===== src/rtl/instruction_fetch_unit_if.sv =====
// Fetch unit bus: ROM address/data, decode output and execute-stage redirect.
// The master side is the fetch unit; the slave side is ROM, decode and execute.
interface instruction_fetch_unit_if #(
    parameter int ADDR_W = 16,
    parameter int INSN_W = 28
);
    logic [ADDR_W-1:0] oAddress;
    logic [INSN_W-1:0] iInstruction;
    logic [INSN_W-1:0] oInstruction;
    logic              oValid;
    logic              oBusy;
    logic              iStall;
    logic              iBranchTaken;
    logic [ADDR_W-1:0] iBranchTarget;

    modport master (
        output oAddress,
        output oInstruction,
        output oValid,
        output oBusy,
        input  iInstruction,
        input  iStall,
        input  iBranchTaken,
        input  iBranchTarget
    );

    modport slave (
        input  oAddress,
        input  oInstruction,
        input  oValid,
        input  oBusy,
        output iInstruction,
        output iStall,
        output iBranchTaken,
        output iBranchTarget
    );
endinterface


===== src/rtl/instruction_fetch_unit.sv =====
// Instruction fetch: PC/ROM addressing, registered issue, local NOP-delay bubbles
// and branch redirect from execute.
module instruction_fetch_unit #(
    parameter int         ADDR_W     = 16,
    parameter int         INSN_W     = 28,
    parameter logic [3:0] NOP_OPCODE = 4'd0
) (
    input logic                     Clock,
    input logic                     Reset,
    instruction_fetch_unit_if.master bus
);
    localparam int CNT_W = INSN_W - 4;

    typedef enum logic {
        FETCH,
        DELAY
    } state_t;

    state_t            state;
    logic [ADDR_W-1:0] pc;
    logic [INSN_W-1:0] insn_q;
    logic              valid_q;
    logic              busy_q;
    logic [CNT_W-1:0]  cnt;

    logic              is_nop;
    logic [CNT_W-1:0]  nop_len;

    assign is_nop  = (bus.iInstruction[INSN_W-1 -: 4] == NOP_OPCODE);
    assign nop_len = bus.iInstruction[CNT_W-1:0];

    assign bus.oAddress     = pc;
    assign bus.oInstruction = insn_q;
    assign bus.oValid       = valid_q;
    assign bus.oBusy        = busy_q;

    always_ff @(posedge Clock or negedge Reset) begin
        if (!Reset) begin
            state   <= FETCH;
            pc      <= '0;
            insn_q  <= '0;
            valid_q <= 1'b0;
            busy_q  <= 1'b0;
            cnt     <= '0;
        end else if (bus.iBranchTaken) begin
            // The word on the ROM bus belongs to the wrong path: squash it.
            state   <= FETCH;
            pc      <= bus.iBranchTarget;
            valid_q <= 1'b0;
            busy_q  <= 1'b0;
            cnt     <= '0;
        end else if (!bus.iStall) begin
            unique case (state)
                FETCH: begin
                    insn_q  <= bus.iInstruction;
                    valid_q <= 1'b1;
                    busy_q  <= 1'b0;
                    pc      <= pc + ADDR_W'(1);
                    if (is_nop && nop_len != '0) begin
                        state <= DELAY;
                        cnt   <= nop_len;
                    end
                end
                DELAY: begin
                    valid_q <= 1'b0;
                    busy_q  <= 1'b1;
                    if (cnt == CNT_W'(1)) begin
                        state <= FETCH;
                        cnt   <= '0;
                    end else begin
                        cnt <= cnt - CNT_W'(1);
                    end
                end
            endcase
        end
    end
endmodule


===== src/flat_wrapper.sv =====
// flat-port wrapper written by rule: the top's interface ports become plain ports
module instruction_fetch_unit_flat 
#(
    parameter int         ADDR_W     = 16,
    parameter int         INSN_W     = 28,
    parameter logic [3:0] NOP_OPCODE = 4'd0
)
  (Clock, Reset, bus_oAddress, bus_oInstruction, bus_oValid, bus_oBusy, bus_iInstruction, bus_iStall, bus_iBranchTaken, bus_iBranchTarget);
  instruction_fetch_unit_if #(.ADDR_W(ADDR_W), .INSN_W(INSN_W)) bus_i ();
  input logic Clock;
  input logic Reset;
  output wire logic [$bits(bus_i.oAddress)-1:0] bus_oAddress;
  output wire logic [$bits(bus_i.oInstruction)-1:0] bus_oInstruction;
  output wire logic [$bits(bus_i.oValid)-1:0] bus_oValid;
  output wire logic [$bits(bus_i.oBusy)-1:0] bus_oBusy;
  input wire logic [$bits(bus_i.iInstruction)-1:0] bus_iInstruction;
  input wire logic [$bits(bus_i.iStall)-1:0] bus_iStall;
  input wire logic [$bits(bus_i.iBranchTaken)-1:0] bus_iBranchTaken;
  input wire logic [$bits(bus_i.iBranchTarget)-1:0] bus_iBranchTarget;
  assign bus_oAddress = bus_i.oAddress;
  assign bus_oInstruction = bus_i.oInstruction;
  assign bus_oValid = bus_i.oValid;
  assign bus_oBusy = bus_i.oBusy;
  assign bus_i.iInstruction = bus_iInstruction;
  assign bus_i.iStall = bus_iStall;
  assign bus_i.iBranchTaken = bus_iBranchTaken;
  assign bus_i.iBranchTarget = bus_iBranchTarget;
  instruction_fetch_unit #(.ADDR_W(ADDR_W), .INSN_W(INSN_W), .NOP_OPCODE(NOP_OPCODE)) u_core (.Clock(Clock), .Reset(Reset), .bus(bus_i));
endmodule

===== config.mk =====
export PLATFORM = sky130hd
export DESIGN_NAME = instruction_fetch_unit_flat
export DESIGN_NICKNAME = d
export VERILOG_FILES = /design/src/rtl/instruction_fetch_unit_if.sv /design/src/rtl/instruction_fetch_unit.sv /design/src/flat_wrapper.sv
export SDC_FILE = /design/constraint.sdc
export NUM_CORES = 1
export LEC_CHECK = 0
export CORE_AREA = 10 10 99 101
export DETAILED_ROUTE_END_ITERATION = 10
export DIE_AREA = 0 0 109 111
export PLACE_DENSITY = 0.89
export SETUP_SLACK_MARGIN = 0.4
export SYNTH_ARGS = -nofsm -noshare
export SYNTH_HDL_FRONTEND = slang
export SYNTH_SLANG_ARGS = --single-unit

===== constraint.sdc =====
create_clock -name Clock -period 2.4 [get_ports Clock]
set_input_delay 0.48 -clock Clock [delete_from_list [all_inputs] [get_ports Clock]]
set_output_delay 0.48 -clock Clock [all_outputs]
set_load 0.02 [all_outputs]

== Word level (Yosys, flattened, before mapping) ==
Cells that the tools add are included.

* Bitwise gates (word level): 3
* Add/sub/neg operators: 2
* Reductions and logical operators: 6
* Muxes and demuxes: 19
* Eq/ne operators: 4

{| class="wikitable"
|+ Operator list
! operator !! count
|-
| two-way mux 24 bit || 4
|-
| two-way mux 16 bit || 3
|-
| case mux 24 bit (2 select lines) || 1
|-
| equality test 24 x 1 -> 1 bit, second input constant || 1
|-
| nonzero test 24 bit || 1
|-
| subtractor 24 x 1 -> 24 bit, second input constant || 1
|-
| adder 16 x 1 -> 16 bit, second input constant || 1
|-
| two-way mux 1 bit || 8
|-
| case mux 1 bit (2 select lines) || 3
|-
| logical NOT 4 bit || 1
|-
| AND reduction 2 bit || 2
|-
| != test 3 x 2 -> 1 bit, second input constant || 1
|-
| NOT 1 bit || 3
|-
| AND reduction 3 bit || 1
|-
| != test 2 x 1 -> 1 bit, second input constant || 1
|-
| != test 2 bit, second input constant || 1
|-
| logical AND 1 bit || 1
|}

* Output and inout bits: 46
* Flip-flop bits (word level): 71
* Input port bits: 48
* Word-level logic and storage cells: 40

== Depth between registers and ports, before layout ==
Gate-level depths: netlist of the first run.

* Depth in word-level cells: 6
* Mapped depth: 9
* Depth with buffers taken out: 7

== Worst setup path after synthesis of the first run ==
No wires, ideal clock.

* Kind: reg-to-reg
* Start: register u_core.cnt[18]
* End: register u_core.cnt[6]
* Path buffers: 2
* Library setup time: 124 ps
* Data required time: 2276 ps
* Cell stages (with the launch flop): 8
* Clock period less this slack: 1975 ps
* Path slack: 425 ps
* Arrival: 1851 ps
* Cell sequence: dfrtp_1 or4_4 buf_6 nor3_4 a21o_4 buf_6 o21ai_2 a211o_1

* Longest elaborated chain between the ends: 5

{| class="wikitable"
|+ RTL lines
! what !! RTL line !! RTL
|-
| from (decl) || instruction_fetch_unit.sv:24 || <nowiki>logic [CNT_W-1:0] cnt;</nowiki>
|-
| from (signal assigned) || instruction_fetch_unit.sv:61 || <nowiki>cnt <= nop_len;</nowiki>
|-
| from (signal assigned) || instruction_fetch_unit.sv:71 || <nowiki>cnt <= cnt - CNT_W'(1);</nowiki>
|-
| equality test 24 x 1 -> 1 bit || instruction_fetch_unit.sv:67 || <nowiki>if (cnt == CNT_W'(1)) begin</nowiki>
|-
| two-way mux 24 bit || instruction_fetch_unit.sv:67 ||
|-
| case mux 24 bit (2 select lines) || instruction_fetch_unit.sv:53 || <nowiki>unique case (state)</nowiki>
|-
| two-way mux 24 bit || instruction_fetch_unit.sv:52 || <nowiki>end else if (!bus.iStall) begin</nowiki>
|-
| two-way mux 24 bit || instruction_fetch_unit.sv:45 || <nowiki>end else if (bus.iBranchTaken) begin</nowiki>
|}

Every way passes these cells. The select of a mux whose other input is x is not followed.
A chain may end at the register's enable or synchronous reset.

== Worst setup path in the final report of the first run ==
* Start: register u_core.cnt[19]
* End: register u_core.cnt[6]

Same word-level chain as after synthesis.

==> impl_results.md, run 1 <==
* Outcome: finished, final reports clean
* Maximum count of clock buffers along a single path at 2
* Top cell type by total area after synthesis: dfrtp_1
* Syn_nets at 482
* Grt met3 use at 3.20%
* Final worst setup slack at 263 ps
* Crit path launch type: flip-flop
* Number of detailed-routing iterations run before antenna repair at 6
* Number of port buffers at 93
* Fraction of registers with async set/reset at 100%
* Iteration-0 DRC count of the detailed router at 535
* Setup tns final at 0 ps
* Pwr Density at 617 nW/um2
* Buffer type at the clock tree root: clkbuf_8
* Overall die height at 111 um
* Final weighted congestion in routability-driven placement at 0.931
* Worst Path Max Fanout at 7
* Cells after Synth at 431
* TritonCTS clock tree: built
* Most instantiated flip-flop cell in the synthesis netlist: dfrtp_1
* Post-route clock skew at 8.32 ps
* Layout area overhead at 47.9%
* Cell area after synthesis at 3790 um2
* Clock-pin slew on the worst setup and hold paths at approximately 80 ps
* Clock sink count at a little over 70
* Setup slack after placement at -57.3 ps
* Number of CTS-inserted buffers at 9
* Worst-case headroom to the max-slew limit at a little under three fifths
* Pleak at about 0.0025 uW
* Post-cts hold buffer count at 0
* Number of enable-type register cells in the synthesized netlist at 0
* Portion of synthesized cell area occupied by the leading cell type at 46.8%
* Vias in the first global route at 3808
* Path class of the lowest-slack min-delay path: input port to async pin
* Number of antenna diodes at 0
* Measured slew at the worst slew-check pin at 645 ps
* Most area-consuming cells after synthesis: dfrtp_1 47%, nand2_1 12%, o21ai_0 4.8%
* Overall die width at 109 um
* Boundary pin count at 94
* First-pass GRT wire length at 19900 um
* Max VDD drop at 0.268 mV
* CORE AREA at approximately 8000 um2
* Most frequent cell after synthesis: nand2_1
* Routing usage on met1 at 26.1%
* Setup repair after global routing missed its margin: true
* Final net count at 619
* Sequential area share after synthesis at 46.8%
* Total Die Area at 12100 um2
* Starting density of the core at 47.6%
* Most common library cells after synthesis: 120 x nand2_1, 71 x dfrtp_1, 36 x o21ai_0, 18 x clkbuf_1, 18 x nor2_1
* Wire per inst at 19.9 um
* Max-Cap Viols at 0
* Hold violation total from the final report at 0
* Met2 track demand over resource in global routing at about a third
* Total via count after detailed routing at 4078
* Vias per cell at 6.02
* Final ANT Viol Nets at 0
* Global routing's busiest layer: met2
* Mean post-synth cell area at 8.80 um2
* Min Clock Period, post-route at 2140 ps
* Kind of critical path: flip-flop to flip-flop
* Max Fclk at 0.468 GHz
* Wirelength, routed at 13500 um
* Number of antenna violations at the first check in global routing at 0
* Number of core rows at 33
* Global-route congestion overflow total at 0
* Number of warnings issued by yosys at 0
* Largest net degree at the start of global routing at 35
* Dpl hpwl at 9350 um
* Global Route Usage Sum at about a fifth
* Post-route DRC violation count at 0
* Number of max-slew violations in the final report at 0
* Critical path required time at ~2600 ps
* Insertion delay of the later-clocked pin in the worst-skew pair at about 350 ps
* Endpoints failing setup at 0
* Distinct cells, synth at 59
* Share of layout cells above drive strength 1 at between 20% and 30%
* Arrival time reported for the critical path endpoint at 2370 ps
* Ratio of final minimum period to clock period at 89.0%
* H-Tree Depth at 3
* Number of register bits inferred by synthesis at 71
* Nature of the critical path endpoint: flip-flop
==> sequential cells by signal, summed over array words and instances, names as in the netlist <==
name / count
u_core.bus.oInstruction: 28
u_core.bus.oAddress: 16
u_core.cnt: 24
u_core.state: 1
u_core.bus.oValid: 1
u_core.bus.oBusy: 1
==> per-stage QoR <==
stage          instances  cell area [um2]  utilization, %  hold slack (ps)  total power (uW)
2_1_floorplan        431             3790               -              184              1930
3_3_place_gp         647             5090            63.9              457              2370
3_5_place_dp         647             5090            63.9              463              2400
4_1_cts              667             5410            67.8              159              3370
5_1_grt              677             5610            70.4              182              3600
6_report             677             5610            70.4              144              3460
==> critical path: stages (launching register included) <==
cell and delay (ps):
dfrtp_1 400, or4_4 630, nor3_4 330, buf_6 170, a21o_4 170, o21ai_2 70
a211o_1 260
==> worst paths after layout <==
kind / from / to / slack, ps / depth (start not counted)
worst max register to register: u_core.cnt[19] / u_core.cnt[6] / 260 / 6
min in group Clock: bus_iInstruction[22] / u_core.bus.oInstruction[22] / 460 / 3
worst min register to register: u_core.bus.oInstruction[1] / u_core.bus.oInstruction[1] / 480 / 2
worst min-delay path: Reset / u_core.bus.oInstruction[17] / 140 / 1
worst max-delay path: u_core.cnt[19] / u_core.cnt[6] / 260 / 6
max in group asynchronous: Reset / u_core.bus.oAddress[5] / 1540 / 2
==> routing by layer <==
layer | routed length, um | vias to the layer above | share of wire (%)
li1 | - | 1817 | -
met1 | 5200 | 1980 | 39
met3 | 1260 | 40 | 9.4
met2 | 6620 | 241 | 49
met4 | 383 | 0 | 2.8
met5 | 0 | - | 0
==> power by group <==
group	leakage, uW	switching, uW	total (uW)	internal (uW)
combinational	0.00149	550	1040	493
sequential	0.000895	145	1470	1330
clock	0.0000988	470	942	472
==> logic make-up (layout without fill, tap and decap cells) <==
family                   after synthesis  count (layout)  synth area share [%]
adder cells (fa/ha/maj)                3               3                 0.990
flip-flops                            71              71                  46.8
multiplexers                           1               1                 0.264
XOR/XNOR                              13              13                  3.00
buffers and inverters                 38             177                  4.29
AO/OA/AOI/OAI                        100             102                  18.5
AND/OR/NAND/NOR                      205             205                  26.1
==> repair_timing <==
action	4_1_cts	5_1_grt
buffers inserted	5	6
setup endpoints to repair	23	25
gates resized for setup	23	35
pin swaps	10	19
cloned	0	4
==> cells in the final DEF, fill, tap and decap left out, drive strengths merged, types with 7 or more instances in the layout <==
master,instances
nor4,13
nor2,18
dfrtp,71
nor3,14
o21ai,38
nand3,10
xor2,9
nand2,120
dlymetal6s2s,8
buf,57
clkbuf,10
inv,12
o2bb2ai,9
a32oi,7
clkdlybuf4s50,79
a21oi,9
==> layout make-up <==
cell class,instances,area (um2)
timing repair buffer,150,1400
clock buffer,9,124
inverter,12,45.0
sequential,71,1780
multi-input combinational,324,2070
clock inverter,6,62.6
tap,105,131
fill,544,2360
Note: power is estimated with default switching activity, not from simulation.
==> run 2: changes to the inputs <==
- SKIP_LAST_GASP: not set -> 1
==> results of run 2 <==
No change in the layout: final DEF, timing and power equal those of run 1.
==> run 3: changes to the inputs <==
- CAP_MARGIN: not set -> 10
- CORE_AREA: 10 10 99 101 -> 10 10 109 111
- DIE_AREA: 0 0 109 111 -> 0 0 119 121
- PLACE_DENSITY: 0.89 -> 0.76
- RECOVER_POWER: not set -> 50
==> run 3 against run 2 <==
Compared with the run above:
- via count shrank 4.5%
- combinational power hardly changed
- maximum frequency increased by 3.1%
- sequential cell count did not move
- cell count increased by 3.8%
- clock power grew 17%
- register-to-register slack improved by 150 ps
- setup slack gained 65 ps
- sequential share of layout area barely moved
- largest power group unchanged
==> impl_results.md, run 3 (synthesis results as in run 1) <==
* Nature of the critical path endpoint: flip-flop (unchanged)
* Kind of critical path: input port to flip-flop (was flip-flop to flip-flop)
* Global Route Usage Sum at 16.7% (was 20.3%)
* Wire per inst at 17.7 um (was 19.9 um)
* Worst Path Max Fanout at 14 (was 7)
* Stage delay of the slowest cell on the critical path at 550 ps (was 630 ps)
* Endpoints failing setup at 0 (unchanged)
* Outcome: finished, final reports clean (unchanged)
* Largest net degree at the start of global routing at 72 (was 35)
* Most frequent cells in the layout: 120 x nand2_1, 75 x clkdlybuf4s50_1, 68 x dfrtp_1 (was 120 x nand2_1, 79 x clkdlybuf4s50_1, 71 x dfrtp_1)
* Overall die height at 121 um (was 111 um)
* Iteration-0 DRC count of the detailed router at 355 (was 535)
* Path class of the lowest-slack min-delay path: input port to async pin (unchanged)
* Number of core rows at 36 (was 33)
* Number of port buffers at 93 (unchanged)
* Starting density of the core at 39.3% (was 47.6%)
* Placed Area at 5080 um2 (was 5090 um2)
* Number of detailed-routing iterations run before antenna repair at 5 (was 6)
* Final worst setup slack at 328 ps (was 263 ps)
* Dpl hpwl at 8880 um (was 9350 um)
* Clock sink count at 71 (unchanged)
* CORE AREA at 9640 um2 (was 7970 um2)
* Setup slack after placement at -138 ps (was -57.3 ps)
* H-Tree Depth at 3 (unchanged)
* Ratio of final minimum period to clock period at 86.4% (was 89.0%)
* Max VDD drop at 0.342 mV (was 0.268 mV)
* First-pass GRT wire length at 19700 um (was 19900 um)
* TritonCTS clock tree: built (unchanged)
* Global-route congestion overflow total at 0 (unchanged)
* Overall die width at 119 um (was 109 um)
* Number of CTS-inserted buffers at 9 (unchanged)
* Most prevalent standard cell on the critical path: buf_4
* Clock-pin slew on the worst setup and hold paths at 80 ps (about the same)
* Final ANT Viol Nets at 0 (unchanged)
* Measured slew at the worst slew-check pin at 548 ps (was 645 ps)
* Cell with the biggest individual delay on the critical path: dlygate4sd3_1 (was or4_4)
* Max Fclk at 0.483 GHz (was 0.468 GHz)
* Total via count after detailed routing at 3895 (was 4078)
* Critical path required time at 2680 ps (was 2630 ps)
* Pwr Density at 638 nW/um2 (was 617 nW/um2)
* Vias per cell at 5.54 (was 6.02)
* Number of antenna violations at the first check in global routing at 0 (unchanged)
* Setup repair after global routing missed its margin: true (unchanged)
* Crit path launch type: input port (was flip-flop)
* Post-route DRC violation count at 0 (unchanged)
* Total Die Area at 14400 um2 (was 12100 um2)
* Worst Path Buf+Inv at 4 (was 1)
* Post-route clock skew at 7.88 ps (was 8.32 ps)
* Delay-heaviest family, CP: buffers and inverters (was simple AND/OR/NAND/NOR gates)
* Boundary pin count at 94 (unchanged)
* Number of antenna diodes at 0 (unchanged)
* Min Clock Period, post-route at 2070 ps (was 2140 ps)
* Most common cell after layout, fill and taps aside: nand2_1 (unchanged)
* Flip-flop count of the largest register, all copies and words added at 28 (unchanged)
* Placed insts at 669 (was 647)
* Post-cts hold buffer count at 0 (unchanged)
* Final net count at 616 (was 619)
* Cell area after layout at 5610 um2 (about the same)
* Buffer type at the clock tree root: clkbuf_8 (unchanged)
* Filler Cell Count at 839 (was 544)
* Final total power at 3580 uW (was 3460 uW)
* Vias in the first global route at 3841 (was 3808)
* Number of max-slew violations in the final report at 0 (unchanged)
* Arrival time reported for the critical path endpoint at 2350 ps (was 2370 ps)
* Post-Layout Cell Count at 703 (was 677)
* Worst R2R Setup Slack at 410 ps (was 260 ps)
* Wirelength, routed at 12500 um (was 13500 um)
* Pleak at 0.00246 uW (was 0.00249 uW)
* Crit path cell chain: dlygate4sd3_1 > clkbuf_1 > a2bb2oi_2 > buf_4 > o21ai_1 > buf_4 > a21oi_1 > o22ai_1 (was or4_4 > nor3_4 > buf_6 > a21o_4 > o21ai_2 > a211o_1)
* Worst-case headroom to the max-slew limit at 63.5% (was 57.0%)
* Share of layout cells above drive strength 1 at 17.9% (was 20.1%)
* Maximum count of clock buffers along a single path at 2 (unchanged)
* Max-Cap Viols at 0 (unchanged)
* Insertion delay of the later-clocked pin in the worst-skew pair at 360 ps (was 350 ps)
* Final weighted congestion in routability-driven placement at 0.890 (was 0.931)
* Layout area overhead at 48.0% (was 47.9%)
* Hold violation total from the final report at 0 (unchanged)
[run 3: final timing paths]
path	start	endpoint	cells after the start
min in group Clock	bus_iInstruction[25]	u_core.bus.oInstruction[25]	3
max in group asynchronous	Reset	u_core.cnt[8]	2
worst min-delay path	Reset	u_core.bus.oAddress[6]	2
worst max register to register	u_core.cnt[10]	u_core.cnt[21]	5
worst max-delay path	bus_iStall	u_core.cnt[16]	8
worst min register to register	u_core.bus.oInstruction[24]	u_core.bus.oInstruction[24]	2
[run 3: final cells by class]
type	instances	area [um2]	share of cell area, %
clock inverters	3	65.1	1.16
flip-flops and latches	71	1780	31.7
multi-input cells	324	2020	36.1
well taps	133	166	2.97
repair buffers	147	1370	24.5
clock buffers	13	159	2.83
inverters	12	45.0	0.803
[run 3: metrics by stage]
stage               TNS [ps]  hold slack (ps)  utilization [%]
floorplan                  0              184                -
global placement       -18.2              457             52.7
detailed placement      -568              461             52.7
CTS                        0              156             56.1
global route               0              225             58.2
finish                     0              151             58.2
[run 3: worst reg2reg max path: stages, from the launching register on]
cell and delay [ps]:
dfrtp_1 430, nor4_4 470, nand4_4 180, or4b_1 500
a32oi_1 210, o2bb2ai_1 90
[run 3: repair_timing]
action,in CTS,in global routing
gates resized for setup,13,39
cloned,2,2
pin swaps,3,13
endpoints found under the hold margin,0,0
setup buffers,4,10
endpoints found under the setup margin,24,24
[run 3: metal layers]
metal | part of all wire, % | routed length (um) | up-vias | global-route usage [%]
met5 | 0 | 0 | - | 0
met4 | 2.5 | 317 | 0 | 7.33
met3 | 5.7 | 713 | 26 | 3.82
met2 | 51 | 6310 | 152 | 28.2
met1 | 41 | 5130 | 1906 | 20.0
li1 | - | - | 1811 | -
[run 3: power breakdown]
part           switching (uW)  total (uW)  internal, uW
logic                     529        1010           485
clock network             453        1100           642
registers                 140        1470          1330
